`config.mk`:
```
export PLATFORM = sky130hd
export DESIGN_NAME = eq_mac_sequencer
export DESIGN_NICKNAME = d
export VERILOG_FILES = /design/src/rtl/eq_pkg.sv /design/src/rtl/eq_gain_loader.sv /design/src/rtl/eq_mac_sequencer.sv
export SDC_FILE = /design/constraint.sdc
export NUM_CORES = 1
export LEC_CHECK = 0
export CORE_MARGIN = 2
export CORE_UTILIZATION = 30
export DETAILED_ROUTE_END_ITERATION = 8
export GPL_TIMING_DRIVEN = 0
export PLACE_DENSITY = 0.53
export SYNTH_ARGS = -nofsm -noshare
export SYNTH_HDL_FRONTEND = slang
export SYNTH_SLANG_ARGS = --single-unit
```
`constraint.sdc`:
```
create_clock -name clk -period 1.46 [get_ports clk]
set_input_delay 0.292 -clock clk [delete_from_list [all_inputs] [get_ports clk]]
set_output_delay 0.292 -clock clk [all_outputs]
set_load 0.01 [all_outputs]
```
`src/rtl/eq_pkg.sv`:
```
// eq_pkg: shared FSM state type and band sizing for the equalizer MAC sequencer.
package eq_pkg;
    localparam int EQ_MAX_BANDS = 16;
    localparam int EQ_BAND_W = $clog2(EQ_MAX_BANDS);
    typedef enum logic [1:0] {
        ST_IDLE  = 2'd0,
        ST_ISSUE = 2'd1,
        ST_DRAIN = 2'd2
    } eq_state_e;
endpackage

```
`src/rtl/eq_gain_loader.sv`:
```
// eq_gain_loader: pairs gain bytes lsb-first into 16-bit words and writes them to the
// gain RAM only while the sequencer is idle, holding at most one word pending.
module eq_gain_loader
    import eq_pkg::*;
#(
    parameter int NUM_BANDS = 4
) (
    input  logic                 clk,
    input  logic                 reset_n,
    input  logic                 cfg_wr,
    input  logic [7:0]           cfg_byte,
    input  logic                 cfg_addr_rst,
    input  logic                 idle,
    output logic                 gain_we,
    output logic [EQ_BAND_W-1:0] gain_wr_addr,
    output logic [15:0]          gain_wr_data,
    output logic                 cfg_overflow
);
    logic                 phase_q, phase_d;
    logic [7:0]           lsb_q, lsb_d;
    logic                 pend_q, pend_d;
    logic [15:0]          data_q, data_d;
    logic [EQ_BAND_W-1:0] addr_q, addr_d;
    logic                 ovf_q, ovf_d;
    logic                 wr, done, accept;

    always_comb begin
        wr      = cfg_wr && !cfg_addr_rst;
        done    = wr && phase_q;
        gain_we = pend_q && idle;
        // the pending slot frees up in the same cycle it is written out
        accept  = done && (!pend_q || gain_we);
        phase_d = cfg_addr_rst ? 1'b0 : wr ? !phase_q : phase_q;
        lsb_d   = (wr && !phase_q) ? cfg_byte : lsb_q;
        pend_d  = cfg_addr_rst ? 1'b0 : accept ? 1'b1 : gain_we ? 1'b0 : pend_q;
        data_d  = accept ? {cfg_byte, lsb_q} : data_q;
        addr_d  = cfg_addr_rst ? '0
                : gain_we ? ((addr_q == EQ_BAND_W'(NUM_BANDS - 1)) ? '0 : addr_q + 1'b1)
                : addr_q;
        ovf_d   = ovf_q || (done && !accept);
    end

    always_ff @(posedge clk) begin
        if (!reset_n) begin
            phase_q <= 1'b0;
            lsb_q   <= '0;
            pend_q  <= 1'b0;
            data_q  <= '0;
            addr_q  <= '0;
            ovf_q   <= 1'b0;
        end else begin
            phase_q <= phase_d;
            lsb_q   <= lsb_d;
            pend_q  <= pend_d;
            data_q  <= data_d;
            addr_q  <= addr_d;
            ovf_q   <= ovf_d;
        end
    end

    assign gain_wr_addr = addr_q;
    assign gain_wr_data = data_q;
    assign cfg_overflow = ovf_q;
endmodule

```
`src/rtl/eq_mac_sequencer.sv`:
```
// eq_mac_sequencer: steps the band mux / MAC through NUM_BANDS bands per sample.
// Optional macro EQ_SEQ_OVERRUN_CNT_EN enables the saturating overrun counter.
module eq_mac_sequencer
    import eq_pkg::*;
#(
    parameter int NUM_BANDS = 4,
    parameter int MULT_LAT  = 3
) (
    input  logic                 clk,
    input  logic                 reset_n,
    input  logic                 sample_valid,
    input  logic                 cfg_wr,
    input  logic [7:0]           cfg_byte,
    input  logic                 cfg_addr_rst,
    output logic [EQ_BAND_W-1:0] band_sel,
    output logic                 mac_ce,
    output logic                 acc_bypass,
    output logic                 out_valid,
    output logic                 busy,
    output logic                 overrun,
    output logic                 gain_we,
    output logic [EQ_BAND_W-1:0] gain_wr_addr,
    output logic [15:0]          gain_wr_data,
    output logic                 cfg_overflow,
    output logic [7:0]           overrun_cnt
);
    localparam int D = 1 + MULT_LAT;

    eq_state_e            state_q, state_d;
    logic [EQ_BAND_W-1:0] band_q, band_d;
    logic [D-1:0]         first_q, first_d;
    logic [D:0]           last_q, last_d;
    logic                 overrun_q, overrun_d;
    logic                 idle, issue, issue_last, ovr_ev;

    always_comb begin
        idle       = state_q == ST_IDLE;
        issue      = state_q == ST_ISSUE;
        issue_last = issue && band_q == EQ_BAND_W'(NUM_BANDS - 1);
        ovr_ev     = sample_valid && !idle;
        out_valid  = last_q[D];
        acc_bypass = first_q[D-1];
        state_d    = (idle && sample_valid) ? ST_ISSUE
                   : issue_last ? ST_DRAIN
                   : (state_q == ST_DRAIN && out_valid) ? ST_IDLE
                   : state_q;
        band_d     = (issue && !issue_last) ? band_q + 1'b1 : '0;
        // tags ride alongside the band data through the multiplier pipeline
        first_d    = (first_q << 1) | D'(issue && band_q == '0);
        last_d     = (last_q << 1) | (D + 1)'(issue_last);
        overrun_d  = overrun_q || ovr_ev;
    end

    always_ff @(posedge clk) begin
        if (!reset_n) begin
            state_q   <= ST_IDLE;
            band_q    <= '0;
            first_q   <= '0;
            last_q    <= '0;
            overrun_q <= 1'b0;
        end else begin
            state_q   <= state_d;
            band_q    <= band_d;
            first_q   <= first_d;
            last_q    <= last_d;
            overrun_q <= overrun_d;
        end
    end

    assign band_sel = band_q;
    assign busy     = !idle;
    assign mac_ce   = !idle;
    assign overrun  = overrun_q;

`ifdef EQ_SEQ_OVERRUN_CNT_EN
    logic [7:0] ocnt_q, ocnt_d;
    always_comb ocnt_d = (ovr_ev && ocnt_q != 8'hFF) ? ocnt_q + 1'b1 : ocnt_q;
    always_ff @(posedge clk) ocnt_q <= !reset_n ? 8'h00 : ocnt_d;
    assign overrun_cnt = ocnt_q;
`else
    assign overrun_cnt = 8'h00;
`endif

    eq_gain_loader #(.NUM_BANDS(NUM_BANDS)) u_loader (
        .clk          (clk),
        .reset_n      (reset_n),
        .cfg_wr       (cfg_wr),
        .cfg_byte     (cfg_byte),
        .cfg_addr_rst (cfg_addr_rst),
        .idle         (idle),
        .gain_we      (gain_we),
        .gain_wr_addr (gain_wr_addr),
        .gain_wr_data (gain_wr_data),
        .cfg_overflow (cfg_overflow)
    );
endmodule

```
==> results of run 1 <==
-- logic make-up after synthesis --
kind of cell	Yosys count
compound gates	12
xor+xnor	4
fa+ha+maj	3
buf+inv	24
flops	47
mux	24
other cells	1
simple gates	73
-- cells in the final DEF (no fill, tap or decap), drive strengths merged, types with 2 or more instances in the layout --
cell / instances
dfxtp: 47
nand2: 35
dlygate4sd2: 27
mux2i: 24
buf: 19
clkbuf: 13
clkdlybuf4s50: 11
nor2b: 9
conb: 8
and2: 7
a21oi: 6
inv: 6
nor3: 4
nor3b: 4
nor2: 3
nand3: 3
xnor2: 3
ha: 3
o21ai: 3
bufinv: 2
-- critical path: stages (launching register included) --
cell	delay, ns
dfxtp_4	0.36
or3b_4	0.41
inv_4	0.07
buf_6	0.09
-- final timing paths --
| kind | start | to | slack, ns | depth (start not counted) |
|---|---|---|---|---|
| setup reg to reg | state_q[0]$_SDFFE_PN0P_ | u_loader.gain_wr_addr[3]$_SDFFE_PP0P_ | 0 | 4 |
| hold reg to reg | first_q[1]$_SDFF_PN0_ | first_q[2]$_SDFF_PN0_ | 0.44 | 1 |
| setup / recovery | state_q[0]$_SDFFE_PN0P_ | gain_we | -0.06 | 3 |
| hold / removal | reset_n | state_q[0]$_SDFFE_PN0P_ | 0.31 | 3 |
-- metal layers --
layer,routed length (um),up-vias,track usage
li1,-,721,-
met1,1765,605,0.1482
met2,1536,42,0.1790
met3,284,7,0.04239
met4,53,0,0.05000
met5,0,-,0
-- power breakdown --
group	switching [uW]	total, uW	leakage [uW]	internal [uW]
Clock	439	1120	0.0000644	683
Combinational	96.5	204	0.000673	107
Sequential	15.1	1320	0.000385	1310
Total	550	2650	0.00112	2100
-- per-stage QoR --
step	TNS [ns]	utilization	cells	hold WS (ns)
after global placement	-6.416	0.4017	312	0.4132
after CTS	-0.09024	0.4301	325	0.3078
after global routing	-0.1264	0.4334	326	0.3770
final	-0.06006	0.4334	326	0.3102
after floorplan	0	-	195	0.4119
after detailed placement	-6.449	0.4017	312	0.4196
-- timing repair --
item	4_1_cts	5_1_grt
endpoints found under the setup margin	46	20
setup buffers	5	1
resized for setup	52	6
pin swaps	3	1
-- area by class of cell --
| class | count | share of cell area |
|---|---|---|
| Inverter | 6 | 0.009751 |
| Timing Repair Buffer | 48 | 0.1682 |
| Buffer | 18 | 0.04827 |
| Sequential cell | 47 | 0.3725 |
| Multi-Input combinational cell | 124 | 0.3116 |
| Clock inverter | 3 | 0.02633 |
| Clock buffer | 5 | 0.02682 |
| Tap cell | 75 | 0.03657 |
-- flip-flops by register name, indices dropped and copies added, names as in the netlist --
name,cells
overrun,1
u_loader.pend_q,1
u_loader.gain_wr_addr,4
state_q,2
first_q,4
band_sel,4
u_loader.gain_wr_data,16
u_loader.lsb_q,8
u_loader.phase_q,1
u_loader.cfg_overflow,1
last_q,5
==> impl.org, run 1 <==
** Setup path
- Kind of critical path :: reg2out
- At the worst endpoint, the required time is ~1.2 ns.
- The worst setup path is launched from a flip-flop.
- Signal arrival time at the worst endpoint :: approximately 1.2 ns
- STA classifies the critical path endpoint as an output pin.
- In this run the worst path has a maximum fanout of 4.

** Cells and area
- Area taken by multi-input logic gates :: roughly 800 um^2
- Area growth syn-to-layout :: 39.62%
- In the final layout, the share of cells above drive strength 1 is 0.1753.
- Filler Cells Inserted :: 610
- Final design area excluding fillers :: between 2000 and 3000 um^2
- Storage element area :: 955.9 um^2
- The net count of the finished layout is around 270.
- The number of antenna diodes in the final layout is 0.

** Yosys
- Adder and majority gate portion of the synthesized area :: 0.02042
- Of the synthesized area, sequential elements account for 0.5119.
- Post-synthesis share of cell area spent on xor and xnor gates :: 0.01906
- The synthesized netlist occupies a cell area of approximately 1800 um^2.
- Most numerous cell in the Yosys netlist :: dfxtp_1
- Cell accounting for the most synthesized area :: dfxtp_1
- Share of async-settable or async-resettable flops after synthesis :: 0
- Of the total synthesized cell area, the portion taken by AND, OR, NAND and NOR gates is 0.2022.
- The area fraction in compound gates after synthesis is 0.03948.
- Counting instances in the post-synthesis netlist gives the leading cell types as dfxtp_1 (47), nand2_1 (35), mux2i_1 (24).
- Average footprint of a synthesized cell :: ~9.8 um^2
- Cells after Synth :: 188
- Most frequently used flop master after synthesis :: dfxtp_1
- Most area-consuming cells after synthesis :: dfxtp_1 (51%), mux2i_1 (13%), nand2_1 (7.1%)
- In this run, synthesis inferred 0 flip-flops with an integrated enable.
- Count of unique library cells instantiated by Yosys :: 33
- Syn. warnings :: 0
- Number of storage elements in the synthesis netlist :: between 40 and 50
- By area, the combinational part of the netlist is dominated by simple AND/OR/NAND/NOR gates.
- Measured against the total synthesized area, the mux share comes to 0.1307.
- Area share of the largest cell type after synthesis :: 0.5119

** Run status
- The checks that failed: negative setup slack.
- The run finished, with violations left.

** Power
- Summed over all cells, the static leakage comes to 0.001123 uW.
- Maximum ir drop on the vdd rail :: about 0.64 mV
- Summing internal, switching and leakage power gives 2645 uW.
- Power Density :: approximately 1000 nW/um^2

** STA
- Crit share post-route :: 1.040
- Counting I/O delays and the setup requirement, the final critical path takes 1.518 ns.
- Setup violations remaining at the end of the flow were counted as 2.
- Setup repair after global routing missed its margin :: yes
- Final Worst Setup Slack :: -0.05804 ns
- Max-slew violation count :: 0
- Least-Margin Pin Slew :: roughly 0.55 ns
- Based on the critical path, the design can be clocked at up to ~660 MHz.
- Count of final hold-check violations :: 0
- Worst slew margin :: 0.6365
- Between clock sinks in the finished design, the worst skew comes to approximately 0.004 ns.

** Routing
- Summed over all layers, the routed wires come to 3.639 mm.
- Routed wirelength normalized by instance count :: about 11 um
- In the routed layout, each cell is associated on average with a via count of about 4.2.
- Drt initial violations :: 56
- DRT Pass-1 Iters :: 4
- The detail route stage leaves a number of antenna-violating nets equal to 0.
- For this block, the via count after detailed routing is about 1400.
- DRC viols :: 0

** GRT
- The number of global-route vias before repair was 1294.
- Entering global routing, the biggest net connects 16 pins.
- Global routing finished with a remaining overflow of 0.
- The first global-routing pass estimated slightly below 6 mm of wire.
- In the global route stage, overall resource usage came out at 0.1171.
- The initial antenna violation count came to 0.

** Floorplanning
- Effective utilization at floorplan :: 0.3104
- The die is 82.28 um tall.
- The die covers 6769 um^2.
- In this run the core area contains 28 standard-cell rows.
- Overall die width :: 82.28 um
- In this run the count of I/O pins placed on the die edge is 52.
- The core region is about 5900 um^2.

** Clock network
- TritonCTS built the clock tree.
- Count of hold-fix buffers inserted at cts :: 0
- The longest clock path from root to sink contains 2 buffers.
- Clock Latency Late Sink :: 0.30 ns
- Clock H-tree levels :: 2
- Clock tree sinks :: 47
- After clock tree synthesis, the clock-pin slew on the worst setup and hold paths is approximately 0.08 ns.
- The tree is rooted in a clkbuf_8.
- Counting the buffers created by CTS gives 5.

** Placement
- Number of buffer cells added on primary ports :: 42
- At the end of routability-driven placement, the weighted congestion stood at around 0.68.
- Worst slack after detailed placement :: -0.3329 ns
- After detailed placement, the total cell area comes to between 2000 and 2500 um^2.
- Detail Placement HPWL :: around 2.5 mm

** Job
- Across the run, the number of max-cap violations was 0.

** Hold path
- The worst hold path belongs to the class in2reg.
Power figures use the tool's default switching activity.
==> run 2: changes to the inputs <==
CAP_MARGIN = 20   (was not set)
DONT_BUFFER_PORTS = 1   (was not set)
PLACE_DENSITY = 0.43   (was 0.53)
==> run 2 against run 1 <==
The run still ends with negative setup slack left. Combinational power decreased by 29%. Non-clock buffer count is 45 lower. Hold slack lost 0.18 ns. Critical path type unchanged. Largest cell class unchanged. Highest routed layer unchanged.
==> impl.org, run 2 (synthesized netlist as in run 1, its figures left out) <==
** Run status
- Run status :: finished with violations (unchanged)
- Violations in the final reports :: negative setup slack (unchanged)

** Floorplanning
- The full die area is 6769 um^2 (unchanged).
- Overall die width :: 82.28 um (unchanged)
- Core area :: 5921 um^2 (unchanged)
- Boundary Pins :: 52 (unchanged)
- The height of the die is 82.28 um (unchanged).
- Effective utilization at floorplan :: 0.3104 (unchanged)
- The number of cell rows came to 28 (unchanged).

** Hold path
- Startpoint of the lowest-slack hold path :: cfg_byte[3] (was reset_n)
- The cell depth of the worst min-delay path came to 2 (was 3).
- The end of the worst hold path is u_loader.gain_wr_data[11]$_SDFFE_PN0P_ (was state_q[0]$_SDFFE_PN0P_).
- Class of the worst hold path :: in2reg (unchanged)

** Job
- The total of max-cap violations is 0 (unchanged).

** Setup path
- Maximum fanout along the worst path :: 5 (was 4)
- The data arrival time of the critical path is 1.17 ns (was 1.23 ns).
- Critical R2R Launch :: state_q[1]$_SDFFE_PP0P_ (was state_q[0]$_SDFFE_PN0P_)
- The required time of the worst setup path is 1.17 ns (about the same).
- Delay of the slowest critical-path stage :: 0.43 ns (was 0.41 ns)
- The number of cells traversed by the worst register-to-register path came to 3 (was 4).
- Critical Path Source Type :: flip-flop (unchanged)
- The reg2reg setup slack was 0.08 ns (was 0 ns).
- The nature of the critical path endpoint is an output pin (unchanged).
- Cell at the slowest stage of the critical path :: or3b_4 (unchanged)
- CP Cell Sequence :: or3b_4, inv_4 (was or3b_4, inv_4, buf_6)
- The classification of the worst setup path is reg2out (unchanged).
- Endpoint of the worst-slack reg-to-reg timing path :: u_loader.gain_wr_addr[3]$_SDFFE_PP0P_ (unchanged)

** GRT
- Overall routing resource usage :: 0.1218 (was 0.1171)
- The first-pass GRT wire length came to 6.078 mm (was 5.940 mm).
- The number of global-route vias before repair was 1344 (was 1294).
- The initial antenna violation count is 0 (unchanged).
- Largest net degree at the start of global routing :: 16 (unchanged)
- Residual overflow from global routing :: 0 (unchanged)

** Power
- Power Density :: 1099 nW/um^2 (was 1031 nW/um^2)
- Leakage power of the design :: 0.0007787 uW (was 0.001123 uW)
- Overall Power :: 2306 uW (was 2645 uW)
- Maximum ir drop on the vdd rail :: 0.4588 mV (was 0.6409 mV)

** Placement
- Number of buffer cells added on primary ports :: 0 (was 42)
- Detail Placement HPWL :: 2.763 mm (was 2.533 mm)
- Global placer's final weighted congestion :: 0.7196 (was 0.6765)
- Worst slack after detailed placement :: -0.1489 ns (was -0.3329 ns)
- Placed cell areas :: 1958 um^2 (was 2379 um^2)

** STA
- Setup repair after global routing missed its margin :: yes (unchanged)
- The number of failing setup endpoints in the final timing report came to 2 (unchanged).
- Peak clock frequency supported by timing :: 682.0 MHz (was 658.7 MHz)
- Count of final hold-check violations :: 0 (unchanged)
- Crit share post-route :: 1.004 (was 1.040)
- Clock skew :: 0.008322 ns (was 0.003948 ns)
- Shortest period the worst path allows :: 1.466 ns (was 1.518 ns)
- Final Worst Setup Slack :: -0.006314 ns (was -0.05804 ns)
- The number of pins with negative max-slew slack in the final report came to 0 (unchanged).

** Cells and area
- The flip-flop count of the largest register, all copies and words added came to 16 (unchanged).
- Commonest non-fill, non-tap cells in the layout: dfxtp_1 (45), nand2_1 (35), mux2i_1 (24) (was dfxtp_1 (39), nand2_1 (35), dlygate4sd2_1 (27)).
- The layout-stage area growth over the synthesis result came to 14.16% (was 39.62%).
- The share of final-layout standard cells stronger than drive strength 1 came to 0.1505 (was 0.1753).
- Most common library cell in the layout ignoring fill and taps :: dfxtp_1 (unchanged)
- The finished layout cell area came to 2098 um^2 (was 2566 um^2).
- The final-stage net count was 221 (was 266).
- The antenna diode count was 0 (unchanged).

** Routing
- Detail Route Antenna Nets :: 0 (unchanged)
- The per-cell via count in the routed design came to 4.512 (was 4.218).
- The iteration-0 DRC count of the detailed router is 31 (was 56).
- DRC viols :: 0 (unchanged)
- The post-detailed-routing wire length came to 3.770 mm (was 3.639 mm).
- Routed wirelength normalized by instance count :: 13.42 um (was 11.16 um)
- DRT Pass-1 Iters :: 4 (unchanged)
- The total number of vias is 1268 (was 1375).

** Clock network
- The number of sinks handled by clock tree synthesis came to 47 (unchanged).
- Clock H-tree levels :: 2 (unchanged)
- The clock-pin slew on the worst setup and hold paths came to 0.09 ns (was 0.08 ns).
- Max Root-Sink Buffers :: 2 (unchanged)
- TritonCTS clock tree :: yes (unchanged)
- Cell chosen for the clock root :: clkbuf_8 (unchanged)
- The TritonCTS buffer count is 5 (unchanged).
- Count of hold-fix buffers inserted at cts :: 0 (unchanged)
- Clock Latency Late Sink :: 0.30 ns (about the same)
-- run 2: cell count changes in the layout (fill, tap and decap cells not counted), sizes merged --
cell,change
clkinv,+1
clkdlybuf4s50,-11
bufinv,-2
clkbuf,-1
dlygate4sd2,-27
buf,-4
dlymetal6s2s,-1
-- run 2: layer usage --
layer / global-route usage / wire [um]
met1: 0.1223 / 1569
met4: 0.05000 / 70
met2: 0.2169 / 1803
met5: 0 / 0
met3: 0.05543 / 327
-- run 2: worst max-delay path, delay by kind of cell, from the launching register on --
family                 cells  cell delay [ns]
AND/OR/NAND/NOR            1             0.43
flip-flops                 1             0.34
buffers and inverters      1             0.10
-- run 2: cell type report --
cell class / instances / area (um^2)
Fill cell: 607 / 3822
Sequential cell: 47 / 945.9
Multi-Input combinational cell: 124 / 798.3
Buffer: 18 / 113.9
Tap cell: 75 / 93.84
Clock buffer: 6 / 82.58
Inverter: 6 / 25.02
Timing Repair Buffer: 3 / 22.52
Clock inverter: 2 / 16.27
-- run 2: through the flow --
step	cells	TNS (ns)	hold slack, ns	util
floorplan	195	0	0.4119	-
global placement	270	-0.2352	0.4134	0.3307
detailed placement	270	-0.5968	0.4209	0.3307
CTS	281	-0.03529	0.1136	0.3533
global route	281	-0.2159	0.1218	0.3544
finish	281	-0.007378	0.1274	0.3544
-- run 2: how the worst max path moves through the flow --
stage,endpoint,cells after the start,startpoint,slack (ns)
detailed placement,state_q[1]$_SDFFE_PP0P_,3,band_sel[0]$_SDFF_PN0_,-0.15
finish,gain_we,2,state_q[1]$_SDFFE_PP0P_,-0.006
global placement,state_q[1]$_SDFFE_PP0P_,3,band_sel[0]$_SDFF_PN0_,-0.06
floorplan,last_q[0]$_SDFF_PN0_,3,band_sel[0]$_SDFF_PN0_,0.11
global route,gain_we,2,state_q[1]$_SDFFE_PP0P_,-0.06
CTS,gain_we,2,state_q[1]$_SDFFE_PP0P_,-0.02
-- run 2: power by group --
group	leakage, uW	internal (uW)	switching, uW
combinational	0.000349	64.9	78.9
sequential	0.000382	1310	20.9
clock	0.0000474	387	448
-- run 2: timing repair --
item,CTS,global route
setup endpoints to repair,18,7
gates resized for setup,5,1
buffers inserted,3,0
pin swaps,1,0
==> run 3: changes to the inputs <==
CTS_CLUSTER_DIAMETER = 80   (was not set)
SKIP_LAST_GASP = 1   (was not set)
==> results of run 3 <==
The final DEF is identical to that of run 2; final timing and power are the same.
